File: config.mk
export PLATFORM = sky130hd
export DESIGN_NAME = sqrt_pipe_param_flat
export DESIGN_NICKNAME = d
export VERILOG_FILES = /design/src/rtl/sqrt_pipe_param_if.sv /design/src/rtl/sqrt_pipe_param.sv /design/src/flat_wrapper.sv
export SDC_FILE = /design/constraint.sdc
export NUM_CORES = 2
export LEC_CHECK = 0
export ABC_AREA = 1
export BUFFER_PORTS_ARGS = -buffer_cell sky130_fd_sc_hd__buf_2
export CAP_MARGIN = 10
export CORE_MARGIN = 5
export CORE_UTILIZATION = 25
export DETAILED_ROUTE_END_ITERATION = 8
export GPL_ROUTABILITY_DRIVEN = 0
export SLEW_MARGIN = 20
export SYNTH_ARGS = -nofsm -noshare
export SYNTH_HDL_FRONTEND = slang
export SYNTH_SLANG_ARGS = --single-unit
File: constraint.sdc
create_clock -name clk -period 40.3 [get_ports clk]
set_clock_uncertainty 0.2 [all_clocks]
set_input_delay 6.045 -clock clk [delete_from_list [all_inputs] [get_ports clk]]
set_output_delay 6.045 -clock clk [all_outputs]
set_load 0.02 [all_outputs]
File: src/rtl/sqrt_pipe_param_if.sv
// Handshake and data bundle for sqrt_pipe_param: operand in, root/remainder out.
interface sqrt_pipe_param_if #(
  parameter int unsigned IW   = 48,
  parameter int unsigned TAGW = 8
);
  localparam int unsigned OW = IW / 2;

  logic            vldin;
  logic            rdyin;
  logic [IW-1:0]   src;
  logic [TAGW-1:0] tagin;
  logic            vldout;
  logic            rdyout;
  logic [OW-1:0]   out;
  logic [OW:0]     rem;
  logic [TAGW-1:0] tagout;

  // Operand source / result sink side.
  modport master (
    output vldin, src, tagin, rdyout,
    input  rdyin, vldout, out, rem, tagout
  );

  // Square-root block side.
  modport slave (
    input  vldin, src, tagin, rdyout,
    output rdyin, vldout, out, rem, tagout
  );
endinterface

File: src/rtl/sqrt_pipe_param.sv
// Fully pipelined restoring integer square root, BPS root bits per stage,
// global-stall valid/ready flow control, optional round-to-nearest root.
module sqrt_pipe_param #(
  parameter int unsigned IW    = 48,
  parameter int unsigned BPS   = 2,
  parameter int unsigned ROUND = 0,
  parameter int unsigned TAGW  = 8
) (
  input  logic              clk,
  input  logic              rst_n,
  sqrt_pipe_param_if.slave  bus
);
  localparam int unsigned OW  = IW / 2;
  localparam int unsigned NST = (OW + BPS - 1) / BPS;

  logic            adv;
  logic            valid_q [NST];
  logic [IW-1:0]   src_q   [NST];
  logic [IW-1:0]   acc_q   [NST];
  logic [OW-1:0]   root_q  [NST];
  logic [TAGW-1:0] tag_q   [NST];
  logic [IW-1:0]   acc_d   [NST];
  logic [OW-1:0]   root_d  [NST];

  logic            vldout_q;
  logic [OW-1:0]   out_q;
  logic [OW:0]     rem_q;
  logic [TAGW-1:0] tagout_q;

  // Whole pipeline moves as one; a held result freezes every stage.
  assign adv       = ~vldout_q | bus.rdyout;
  assign bus.rdyin = adv;

  for (genvar k = 0; k < int'(NST); k++) begin : g_stage
    logic [IW-1:0] acc_in;
    logic [IW-1:0] src_in;
    logic [OW-1:0] root_in;
    logic [IW-1:0] acc_w;
    logic [OW-1:0] root_w;
    logic [IW:0]   trial;
    int            bi;

    if (k == 0) begin : g_first
      assign acc_in  = '0;
      assign root_in = '0;
      assign src_in  = bus.src;
    end else begin : g_next
      assign acc_in  = acc_q[k-1];
      assign root_in = root_q[k-1];
      assign src_in  = src_q[k-1];
    end

    // Resolve this stage's root bits MSB first; trial = (root + 2^i)^2.
    always_comb begin
      acc_w  = acc_in;
      root_w = root_in;
      trial  = '0;
      bi     = 0;
      for (int j = 0; j < int'(BPS); j++) begin
        bi = int'(OW) - 1 - int'(k * BPS) - j;
        if (bi >= 0) begin
          trial = {1'b0, acc_w} + ({{IW{1'b0}}, 1'b1} << (2 * bi))
                + ({{(IW + 1 - OW){1'b0}}, root_w} << (bi + 1));
          if (trial <= {1'b0, src_in}) begin
            acc_w  = trial[IW-1:0];
            root_w = root_w | ({{(OW - 1){1'b0}}, 1'b1} << bi);
          end
        end
      end
    end

    assign acc_d[k]  = acc_w;
    assign root_d[k] = root_w;
  end

  // Stage valid bits: bubbles travel as zeros, cleared by reset.
  always_ff @(posedge clk or negedge rst_n) begin
    if (!rst_n) begin
      for (int k = 0; k < int'(NST); k++) valid_q[k] <= 1'b0;
    end else if (adv) begin
      valid_q[0] <= bus.vldin;
      for (int k = 1; k < int'(NST); k++) valid_q[k] <= valid_q[k-1];
    end
  end

  // Stage data: no reset needed, qualified by the valid bits.
  always_ff @(posedge clk) begin
    if (adv) begin
      src_q[0] <= bus.src;
      tag_q[0] <= bus.tagin;
      for (int k = 1; k < int'(NST); k++) begin
        src_q[k] <= src_q[k-1];
        tag_q[k] <= tag_q[k-1];
      end
      for (int k = 0; k < int'(NST); k++) begin
        acc_q[k]  <= acc_d[k];
        root_q[k] <= root_d[k];
      end
    end
  end

  logic [IW-1:0] rem_full;
  logic [OW:0]   rem_d;
  logic [OW-1:0] root_fin;
  logic [OW-1:0] out_d;
  logic          unused_rem_hi;

  // Remainder is at most 2*root, so only the low OW+1 bits are meaningful.
  assign root_fin      = root_q[NST-1];
  assign rem_full      = src_q[NST-1] - acc_q[NST-1];
  assign rem_d         = rem_full[OW:0];
  assign unused_rem_hi = ^rem_full[IW-1:OW+1];

  // Round up when the remainder exceeds the root, saturating at all-ones.
  always_comb begin
    out_d = root_fin;
    if ((ROUND != 0) && (rem_d > {1'b0, root_fin}) && (root_fin != '1)) begin
      out_d = root_fin + {{(OW - 1){1'b0}}, 1'b1};
    end
  end

  // Output register; data only updates with a valid result so a stall holds it.
  always_ff @(posedge clk or negedge rst_n) begin
    if (!rst_n) begin
      vldout_q <= 1'b0;
      out_q    <= '0;
      rem_q    <= '0;
      tagout_q <= '0;
    end else if (adv) begin
      vldout_q <= valid_q[NST-1];
      if (valid_q[NST-1]) begin
        out_q    <= out_d;
        rem_q    <= rem_d;
        tagout_q <= tag_q[NST-1];
      end
    end
  end

  assign bus.vldout = vldout_q;
  assign bus.out    = out_q;
  assign bus.rem    = rem_q;
  assign bus.tagout = tagout_q;
endmodule

File: src/flat_wrapper.sv
// flat-port wrapper written by rule: the top's interface ports become plain ports
module sqrt_pipe_param_flat 
#(
  parameter int unsigned IW    = 48,
  parameter int unsigned BPS   = 2,
  parameter int unsigned ROUND = 0,
  parameter int unsigned TAGW  = 8
)
  (clk, rst_n, bus_vldin, bus_src, bus_tagin, bus_rdyout, bus_rdyin, bus_vldout, bus_out, bus_rem, bus_tagout);
  sqrt_pipe_param_if #(.IW(IW), .TAGW(TAGW)) bus_i ();
  input  logic clk;
  input  logic rst_n;
  input wire logic [$bits(bus_i.vldin)-1:0] bus_vldin;
  input wire logic [$bits(bus_i.src)-1:0] bus_src;
  input wire logic [$bits(bus_i.tagin)-1:0] bus_tagin;
  input wire logic [$bits(bus_i.rdyout)-1:0] bus_rdyout;
  output wire logic [$bits(bus_i.rdyin)-1:0] bus_rdyin;
  output wire logic [$bits(bus_i.vldout)-1:0] bus_vldout;
  output wire logic [$bits(bus_i.out)-1:0] bus_out;
  output wire logic [$bits(bus_i.rem)-1:0] bus_rem;
  output wire logic [$bits(bus_i.tagout)-1:0] bus_tagout;
  assign bus_i.vldin = bus_vldin;
  assign bus_i.src = bus_src;
  assign bus_i.tagin = bus_tagin;
  assign bus_i.rdyout = bus_rdyout;
  assign bus_rdyin = bus_i.rdyin;
  assign bus_vldout = bus_i.vldout;
  assign bus_out = bus_i.out;
  assign bus_rem = bus_i.rem;
  assign bus_tagout = bus_i.tagout;
  sqrt_pipe_param #(.IW(IW), .BPS(BPS), .ROUND(ROUND), .TAGW(TAGW)) u_core (.clk(clk), .rst_n(rst_n), .bus(bus_i));
endmodule
==> metrics.cfg <==
[clocking]
cts.hold.buffers_added=0
cts_tree=built
cts_max_path_buffers=3
cts_setup_buffers=0
cts_buffers=114
clkSlewWorstSetupHoldPaths_ns=0.07
cts_root_buf=clkbuf_16
cts-htree-levels=3
cts_resized=0
insertion_delay_ns=0.78
clock_sinks=1141

[floorplanning]
initial_core_util_pct=25.1
die-height_um=568
die_w_um=568
core-area_mm2=0.309
num_rows=204
dieArea_mm2=0.322
num_io_pins=119

[grt]
grt_max_degree=124
grt_pass1_wl_mm=330
grt_pass1_vias=58600
overflow=0
antenna_found_initial=5
grt_usage_pct=12.8

[setup_path]
path_depth=5
worstPathCellList=buf_2 -> nor2_1 -> buf_4 -> inv_8 -> buf_2
path_class=input port to output pin
crit_buf_inv=4
reg2reg_from=u_core.root_q[10][5]$_DFFE_PN_
cp.arrival_ns=7.42
startpoint=bus_rdyout
cp_max_fo=123
cpPeakStageDelay_ns=0.64
crit_top_cell=buf_2
cp_slowest_cell=inv_8
crit_path_end_kind=output pin
worst_ep_required_time_ns=34.06
start_kind=input port
critPathTopFamily=buffers and inverters
r2r.worst_path.cells=48

[timing]
finalHoldViolCount=0
final.setup.tns_ns=0
setup_viol=0
relSlewSlack_pct=27.3
fmax_ghz=0.0732
drv_slew=0
period_share_pct=33.9
layout_min_cycle_time_ns=13.67
tightest_slew_ns=1.09
rsz0062_at_grt=false

[layout]
final_cell_mix=nand2_1, inv_1, edfxtp_1
drive_gt1_share_pct=5.91
fillers=33000
regArea_mm2=0.0339
nets=10100
mostFrequentLayoutCell=nand2_1
num_antenna_cells=0
synthToLayoutAreaGrowth_pct=11.9
multi_input_area_mm2=0.0389

[synthesis]
yosys_warnings=0
async_flop_share_pct=6.13
ys_seq_elements=1141
yosys.area_share.simple_pct=23.7
synth.distinct_cells=72
synth.net_count=9927
netlist_instances=9043
synth_xor_area_share_pct=4.75
muxShareOfSynthArea_pct=0
synth_area_mm2=0.0778
avgSynthCellArea_um2=8.60
synth_area_leaders=edfxtp_1, ha_1, nand2_1
synthAdderAreaFrac_pct=13.3
synth_top_family_by_area=simple AND/OR/NAND/NOR gates
synth_top_flop_cell=edfxtp_1
yosys.area.top_type_share_pct=41.4
synth_compound_area_share_pct=8.30
synth_seq_area_share_pct=43.6
synth_top_cell_by_area=edfxtp_1
synth_edf_count=1071

[job]
max_cap_viol_count=0

[run_status]
status=complete, no violations

[min_path]
hold_path.class=flip-flop to flip-flop
hold_depth=0
min_from=u_core.tag_q[2][7]$_DFFE_PN_

[drt]
wl_per_cell_um=16.0
routed_wl_mm=215
vias=61400
drcViolationCount=0
ant_nets=0
dr.pass1.iters=6
via_per_inst=4.58
drt-initial-drc-count=3877

[placement]
post-dp-hpwl_mm=177
portBuffers=118

-- sequential cells by signal, indices dropped and copies added, names as in the netlist --
register	flops
u_core.bus.vldout	1
u_core.bus.out	24
u_core.valid_q	12
u_core.acc_q	277
u_core.src_q	553
u_core.tag_q	96
u_core.bus.rem	25
u_core.bus.tagout	8
u_core.root_q	145
-- layout make-up --
| type | instances | share of cell area (%) |
|---|---|---|
| multi-input cells | 6672 | 44.7 |
| flip-flops and latches | 1141 | 39.0 |
| well taps | 4120 | 5.92 |
| inverters | 1114 | 4.82 |
| clock buffers | 129 | 3.34 |
| clock inverters | 85 | 1.32 |
| repair buffers | 147 | 0.929 |
-- metrics by stage --
step                hold WS, ns  util [%]  area (µm²)  setup WS (ns)  cells
floorplan                 0.200         -       77800           2.24   9043
global placement          0.200      26.8       83000          26.62  13200
detailed placement        0.205      26.8       83000          26.64  13200
CTS                       0.164      28.1       87000          26.64  13400
global route              0.185      28.1       87000          26.56  13400
finish                    0.173      28.1       87000          26.63  13400
-- cell usage after synthesis (28+ instances only) --
cell         n
nand4_1    207
nor2_1     608
nor2_2      32
nor3_1     114
ha_1       824
nor4_1     113
nand2_1   2616
inv_1     1080
nand2_2     42
nand3_1    411
dfrtp_1     70
o21ai_0    301
xnor2_1     87
nand3b_1    28
a21oi_1    538
xor2_1     335
clkbuf_1    30
edfxtp_1  1071
inv_2       29
a21o_1      37
o21ai_1     68
a211oi_1    28
-- logic make-up after synthesis --
| group | after synthesis |
|---|---|
| fa+ha+maj | 824 |
| simple gates | 4277 |
| buf+inv | 1230 |
| compound gates | 1149 |
| flops | 1141 |
| xor+xnor | 422 |
-- worst paths after layout --
check | endpoint | slack, ns
min in group asynchronous | u_core.bus.rem[21]$_DFFE_PN0P_ | 5.30
setup reg to reg | u_core.acc_q[2][144]$_DFFE_PN_ | 29.10
hold reg to reg | u_core.tag_q[3][7]$_DFFE_PN_ | 0.17
setup / recovery | bus_rdyin | 26.63
hold / removal | u_core.tag_q[3][7]$_DFFE_PN_ | 0.17
max in group asynchronous | u_core.bus.rem[2]$_DFFE_PN0P_ | 34.01
-- metal layers --
metal / vias to the layer above / routed length [µm] / global-route usage [%]
met5: - / 13 / 0
met2: 1536 / 104000 / 22.6
met3: 441 / 9840 / 1.54
met4: 2 / 9440 / 4.87
li1: 31100 / - / -
met1: 28300 / 92200 / 16.0
Power is not shown: default switching activity piles up to over one toggle a cycle in this logic, so the estimate is an artifact.
